[config.mk]
export PLATFORM = sky130hd
export DESIGN_NAME = encoder_tx_arbiter
export DESIGN_NICKNAME = d
export VERILOG_FILES = /design/src/rtl/encoder_ctrl_pkg.sv /design/src/rtl/tx_word_buf.sv /design/src/rtl/encoder_tx_arbiter.sv
export SDC_FILE = /design/constraint.sdc
export NUM_CORES = 1
export LEC_CHECK = 0
export CAP_MARGIN = 20
export CORE_ASPECT_RATIO = 1.1
export CORE_MARGIN = 2
export CORE_UTILIZATION = 63
export DETAILED_ROUTE_END_ITERATION = 10
export PLACE_DENSITY = 0.94
export SLEW_MARGIN = 20
export SYNTH_ARGS = -nofsm -noshare
export SYNTH_HDL_FRONTEND = slang
export SYNTH_SLANG_ARGS = --single-unit
[constraint.sdc]
create_clock -name clk -period 11.59 [get_ports clk]
set_input_delay 1.159 -clock clk [delete_from_list [all_inputs] [get_ports clk]]
set_output_delay 1.159 -clock clk [all_outputs]
set_load 0.005 [all_outputs]
[src/rtl/encoder_ctrl_pkg.sv]
// Shared types and helpers for the combine_encoder front-end arbiter.
package encoder_ctrl_pkg;

   typedef enum logic [2:0] {
      S_IDLE,
      S_LOAD,
      S_BURST,
      S_WAIT_FIN,
      S_DONE,
      S_ERR
   } state_t;

   localparam logic SEL_UDP = 1'b0;
   localparam logic SEL_TCP = 1'b1;

   function automatic logic [15:0] words_from_len(input logic [15:0] len);
      return (len + 16'd3) >> 2;
   endfunction

   // Bytes past the payload end in the final word are zeroed; first byte sits in [31:24].
   function automatic logic [31:0] last_word_mask(input logic [1:0] rem);
      case (rem)
         2'd1:    return 32'hFF00_0000;
         2'd2:    return 32'hFFFF_0000;
         2'd3:    return 32'hFFFF_FF00;
         default: return '1;
      endcase
   endfunction

endpackage

[src/rtl/tx_word_buf.sv]
// Payload word store: one write port, one registered read port with write forwarding.
module tx_word_buf #(
   parameter int unsigned MAX_WORDS = 16,
   localparam int unsigned AW = (MAX_WORDS > 1) ? $clog2(MAX_WORDS) : 1
) (
   input  logic          clk,
   input  logic          reset,
   input  logic          we,
   input  logic [AW-1:0] waddr,
   input  logic [31:0]   wdata,
   input  logic          re,
   input  logic [AW-1:0] raddr,
   output logic [31:0]   rdata
);

   logic [31:0] mem [MAX_WORDS];

   always_ff @(posedge clk) begin
      if (we)
         mem[waddr] <= wdata;
   end

   // A one-word packet reads the slot being written in the same cycle, so forward it.
   always_ff @(posedge clk) begin
      if (reset)
         rdata <= '0;
      else if (re)
         rdata <= (we && (waddr == raddr)) ? wdata : mem[raddr];
      else
         rdata <= '0;
   end

endmodule

[src/rtl/encoder_tx_arbiter.sv]
// UDP/TCP arbiter that buffers a packet and replays it to combine_encoder as a gap-free burst.
module encoder_tx_arbiter
   import encoder_ctrl_pkg::*;
#(
   parameter int unsigned MAX_WORDS   = 16,
   parameter int unsigned FIN_TIMEOUT = 1024
) (
   input  logic        clk,
   input  logic        reset,
   input  logic        udp_req,
   input  logic [15:0] udp_len,
   input  logic [31:0] udp_data,
   input  logic        udp_valid,
   output logic        udp_ready,
   output logic        udp_done,
   output logic        udp_err,
   input  logic        tcp_req,
   input  logic [15:0] tcp_len,
   input  logic [31:0] tcp_data,
   input  logic        tcp_valid,
   output logic        tcp_ready,
   output logic        tcp_done,
   output logic        tcp_err,
   output logic [31:0] enc_data,
   output logic        enc_start,
   output logic        enc_data_av,
   output logic        enc_udp0_tcp1,
   output logic [15:0] enc_len_udp,
   output logic [15:0] enc_len_tcp,
   input  logic        enc_fin,
   output logic        busy,
   output logic        grant
);

   localparam int unsigned AW = (MAX_WORDS > 1) ? $clog2(MAX_WORDS) : 1;
   localparam int unsigned TW = (FIN_TIMEOUT > 1) ? $clog2(FIN_TIMEOUT) : 1;

   state_t        state;
   logic [15:0]   nwords, wcnt, rcnt;
   logic [TW-1:0] tcnt;

   logic          sel_valid, load_last, buf_we, buf_re, pick_tcp, len_bad;
   logic [31:0]   sel_data, buf_wdata;
   logic [15:0]   pick_len;

   always_comb begin
      sel_valid = (grant == SEL_TCP) ? tcp_valid : udp_valid;
      sel_data  = (grant == SEL_TCP) ? tcp_data  : udp_data;
      load_last = (wcnt == nwords - 16'd1);
      buf_we    = (state == S_LOAD) && sel_valid && (udp_ready || tcp_ready);
      buf_wdata = load_last ? (sel_data & last_word_mask(enc_len_udp[1:0])) : sel_data;
      // Word 0 is fetched during the final LOAD cycle so the burst starts without a bubble.
      buf_re    = (buf_we && load_last) || ((state == S_BURST) && (rcnt != nwords));
      pick_tcp  = tcp_req && (!udp_req || (grant == SEL_UDP));
      pick_len  = pick_tcp ? tcp_len : udp_len;
      len_bad   = (pick_len == '0) || (32'(pick_len) > 4 * MAX_WORDS);
   end

   tx_word_buf #(.MAX_WORDS(MAX_WORDS)) u_buf (
      .clk   (clk),
      .reset (reset),
      .we    (buf_we),
      .waddr (wcnt[AW-1:0]),
      .wdata (buf_wdata),
      .re    (buf_re),
      .raddr (rcnt[AW-1:0]),
      .rdata (enc_data)
   );

   always_ff @(posedge clk) begin
      if (reset) begin
         state         <= S_IDLE;
         grant         <= SEL_TCP;
         busy          <= 1'b0;
         udp_ready     <= 1'b0;
         tcp_ready     <= 1'b0;
         udp_done      <= 1'b0;
         tcp_done      <= 1'b0;
         udp_err       <= 1'b0;
         tcp_err       <= 1'b0;
         enc_start     <= 1'b0;
         enc_data_av   <= 1'b0;
         enc_udp0_tcp1 <= 1'b0;
         enc_len_udp   <= '0;
         enc_len_tcp   <= '0;
         nwords        <= '0;
         wcnt          <= '0;
         rcnt          <= '0;
         tcnt          <= '0;
      end else begin
         udp_done <= 1'b0;
         tcp_done <= 1'b0;
         udp_err  <= 1'b0;
         tcp_err  <= 1'b0;
         case (state)
            S_IDLE: begin
               if (udp_req || tcp_req) begin
                  grant  <= pick_tcp;
                  busy   <= 1'b1;
                  nwords <= words_from_len(pick_len);
                  wcnt   <= '0;
                  rcnt   <= '0;
                  if (len_bad) begin
                     state   <= S_ERR;
                     udp_err <= !pick_tcp;
                     tcp_err <= pick_tcp;
                  end else begin
                     state         <= S_LOAD;
                     udp_ready     <= !pick_tcp;
                     tcp_ready     <= pick_tcp;
                     enc_udp0_tcp1 <= pick_tcp;
                     enc_len_udp   <= pick_len;
                     enc_len_tcp   <= pick_len;
                  end
               end
            end
            S_LOAD: begin
               if (buf_we) begin
                  wcnt <= wcnt + 16'd1;
                  if (load_last) begin
                     state       <= S_BURST;
                     udp_ready   <= 1'b0;
                     tcp_ready   <= 1'b0;
                     enc_start   <= 1'b1;
                     enc_data_av <= 1'b1;
                     rcnt        <= rcnt + 16'd1;
                  end
               end
            end
            S_BURST: begin
               if (rcnt == nwords) begin
                  state       <= S_WAIT_FIN;
                  enc_start   <= 1'b0;
                  enc_data_av <= 1'b0;
                  tcnt        <= '0;
               end else begin
                  rcnt <= rcnt + 16'd1;
               end
            end
            S_WAIT_FIN: begin
               if (enc_fin || (tcnt == TW'(FIN_TIMEOUT - 1))) begin
                  state         <= enc_fin ? S_DONE : S_ERR;
                  udp_done      <= enc_fin && (grant == SEL_UDP);
                  tcp_done      <= enc_fin && (grant == SEL_TCP);
                  udp_err       <= !enc_fin && (grant == SEL_UDP);
                  tcp_err       <= !enc_fin && (grant == SEL_TCP);
                  enc_udp0_tcp1 <= 1'b0;
                  enc_len_udp   <= '0;
                  enc_len_tcp   <= '0;
               end else begin
                  tcnt <= tcnt + 1'b1;
               end
            end
            S_DONE, S_ERR: begin
               state <= S_IDLE;
               busy  <= 1'b0;
            end
            default: state <= S_IDLE;
         endcase
      end
   end

endmodule
==> results.md <==
- Number of buffer and inverter instances along the worst setup path: 1
- Count of flip-flops with a built-in enable after synthesis: 512
- Category of the worst setup path launch point: register
- Overall via count from detail_route: 16,400
- Dpl hpwl: 38,500 um
- Maximum Capacitance Violations: 0
- Maximum achievable frequency: 227 MHz
- Final period utilization: 0.380
- Initial standard-cell utilization of the core: 0.637
- Std-Cell Core Area: 41,100 um2
- First-pass GRT wire length: 108,000 um
- Buffers inserted during post-CTS setup optimization: 0
- Total Negative Setup Slacks: 0 ns
- Width of the die: 198 um
- Routed Antenna Nets: 0
- Die outline height: 218 um
- Flip-flop cell with the highest count after synthesis: sky130_fd_sc_hd__edfxtp_1
- Worst path max stage delay: 1.04 ns
- Aggregate routed wire length: 73,900 um
- Yosys cell types: 67
- Final setup violation count: 0
- Drt pass-1 iters: 7
- Reg clk slew, reported paths: 0.07 ns
- Gate count of the mapped netlist: 1,585
- Worst-margin pin slew: 1.29 ns
- Cts-stage hold buffer count: 0
- Proportion of netlist area held by the largest area contributor: 0.588
- Residual overflow from global routing: 0
- Wire per inst: 31.3 um
- Tot GR Track Use: 0.350
- Worst slew margin relative to its limit: 0.140
- Clock sinks: 629
- Count of pins over their slew limit: 0
- Count of boundary I/O pins: 178
- Worst-path maximum fanout: 16
- CP required: 11.81 ns
- Commonest cells in the synthesized netlist: sky130_fd_sc_hd__edfxtp_1 (512), sky130_fd_sc_hd__mux4_2 (160), sky130_fd_sc_hd__nand2_1 (125)
- Power per Cell Area: 165 nW/um2
- Die Outline Area: 43,200 um2
- Detail-routed via count per cell: 6.95
- Launching element of the worst setup path: nwords[0]$_SDFFE_PP0P_
- Unrepaired setup endpoints after global routing: false
- Final core area utilization: 0.742
- Minimum clock period after layout: 4.41 ns
- Clock tree from TritonCTS: yes
- Hold_sp: tcnt[1]$_SDFFE_PP0P_
- Post-synthesis cell type with the largest combined area: sky130_fd_sc_hd__edfxtp_1
- Sequential share of the synthesized area: 0.677
- Std cell rows: 78
- Total count of hold-check failures in the final report: 0
- Vias in the first global route: 16,600
- Leading cell type by number of instances after synthesis: sky130_fd_sc_hd__edfxtp_1
- Fill cell count: 2,168
- Per-instance average area after synthesis: 16.5 um2
- Clock skew after layout: 0.0212 ns
- Type of destination of the critical path: register
- Final weighted congestion of routability-driven global placement: 0.927
- Top cells by area in the synthesized netlist: sky130_fd_sc_hd__edfxtp_1 (59%), sky130_fd_sc_hd__mux4_2 (14%), sky130_fd_sc_hd__dfxtp_1 (9.0%)
- Critical setup path kind: reg2reg
- Net Count, Synth: 1,697
- Layout-stage area growth over the synthesis result: 16.5%
- Synthesized area: 26,200 um2
- Buffer levels on the longest clock path: 3
- Min-delay worst type: reg2reg
- Worst path top cell family by delay: simple AND/OR/NAND/NOR gates
- CTS H-Tree Depth: 2
- Number of design-rule violations left by the first detailed-router iteration: 1,974
- Antenna cells: 0
- Total cell area at the placement stage: 28,500 um2
- Worst r2r src: nwords[0]$_SDFFE_PP0P_
- Worst-Skew Late Latency: 0.63 ns
- Data arrival time of the critical path: 4.63 ns
- Worst IR Drop VDD: 0.154 mV
- Reported leakage power: 9.81 nW
- Post-cts resize count: 0
- Register bit total from synthesis: 629
- Fraction of final layout cells sized beyond drive strength 1: 0.206
- TritonCTS Buffers: 58
- Warning count from the yosys run: 0
- Crit-path most repeated cell: sky130_fd_sc_hd__nor2_1
- Clock root buffer: sky130_fd_sc_hd__clkbuf_16
- Run status: finished clean
- Pin count of the biggest net entering global routing: 72
- Final cell count without fillers: 2,361
- Post-layout instance area: 30,500 um2
- Async set-reset flop share out of synthesis: 0
- Number of input and output port buffers inserted: 177
- Post-layout total power: 0.00502 W
- Placed instance count: 2,252
- Critical-path cell list: inv_1 -> ha_1 -> nor2b_1 -> xnor2_1 -> o41a_1 -> a2111oi_4 -> nand4_1 -> nor2_1 -> nor2_1
- Number of DRC violations after detailed routing: 0
- Slowest cell on the critical path: sky130_fd_sc_hd__nor2_1
- Number of antenna violations at the first check in global routing: 0
- Nets@finish: 1,864
[cell usage in the layout (no fill, tap or decap), types with 31 or more instances in the layout]
cell	synthesis	routed
sky130_fd_sc_hd__dfxtp_1	117	112
sky130_fd_sc_hd__nand2_1	125	124
sky130_fd_sc_hd__xnor2_1	32	32
sky130_fd_sc_hd__mux2i_1	48	48
sky130_fd_sc_hd__a21oi_1	67	67
sky130_fd_sc_hd__xor2_1	31	31
sky130_fd_sc_hd__clkdlybuf4s50_1	0	177
sky130_fd_sc_hd__nand3_1	34	34
sky130_fd_sc_hd__nor2_1	101	88
sky130_fd_sc_hd__mux4_2	160	160
sky130_fd_sc_hd__buf_4	18	33
sky130_fd_sc_hd__clkbuf_16	0	59
sky130_fd_sc_hd__edfxtp_1	512	512
[final cells by class]
cell class / instances / area (um2) / area share
clock buffer: 65 / 1500 / 0.0491
clock inverter: 44 / 463 / 0.0152
inverter: 16 / 60.1 / 0.00197
multi-input combinational: 837 / 8030 / 0.263
sequential: 629 / 17700 / 0.581
tap: 560 / 701 / 0.0230
timing repair buffer: 210 / 2020 / 0.0662
[worst register-to-register path, cell delays in order (launching register included)]
cell and delay, ns:
sky130_fd_sc_hd__dfxtp_1 0.54, sky130_fd_sc_hd__inv_1 0.09, sky130_fd_sc_hd__ha_1 0.27, sky130_fd_sc_hd__nor2b_1 0.20
sky130_fd_sc_hd__xnor2_1 0.17, sky130_fd_sc_hd__o41a_1 0.39, sky130_fd_sc_hd__a2111oi_4 0.43, sky130_fd_sc_hd__nand4_1 0.31
sky130_fd_sc_hd__nor2_1 1.04, sky130_fd_sc_hd__nor2_1 0.56
[per-stage QoR]
step	setup slack, ns	hold slack, ns
floorplan	6.92	0.443
global placement	7.33	0.455
detailed placement	7.16	0.478
CTS	7.20	0.493
global route	6.93	0.514
finish	7.18	0.493
[report_power, final]
part | internal [W] | switching [W]
combinational | 0.000209 | 0.000277
sequential | 0.00250 | 0.0000369
clock | 0.00112 | 0.000877
[sequential cells by signal (all words and copies together) (netlist names)]
signal	flops
tcp_done	1
grant	1
u_buf.mem	512
udp_err	1
tcp_err	1
state	3
enc_data_av	1
tcp_ready	1
busy	1
enc_len_tcp	16
enc_udp0_tcp1	1
wcnt	16
nwords	14
udp_ready	1
u_buf.rdata	32
tcnt	10
udp_done	1
rcnt	16
[path summary, 6_finish.rpt]
kind	cells past startpoint	to	slack, ns
setup reg to reg	9	u_buf.mem[0][23]$_DFFE_PP_	7.18
hold reg to reg	2	tcnt[1]$_SDFFE_PP0P_	0.49
setup / recovery	9	u_buf.mem[0][23]$_DFFE_PP_	7.18
hold / removal	2	tcnt[1]$_SDFFE_PP0P_	0.49
[kinds of logic (layout without fill, tap and decap cells)]
logic type                 after synthesis  after routing  synth area share
AOI/OAI and AO/OA                      132            132            0.0331
xor gates and xnor gates                63             63            0.0211
adders and majority gates                9              9           0.00430
buffers and inverters                  119            335            0.0207
DFF                                    629            629             0.677
muxes                                  230            230             0.166
and+or+nand+nor                        403            403            0.0782
[routing by layer]
layer,vias to the layer above,GRT usage,share of wire
li1,6512,-,-
met1,8083,0.432,0.33
met2,1483,0.571,0.49
met3,325,0.0783,0.12
met4,0,0.207,0.063
met5,-,0,0
Note: power is estimated with default switching activity, not from simulation.
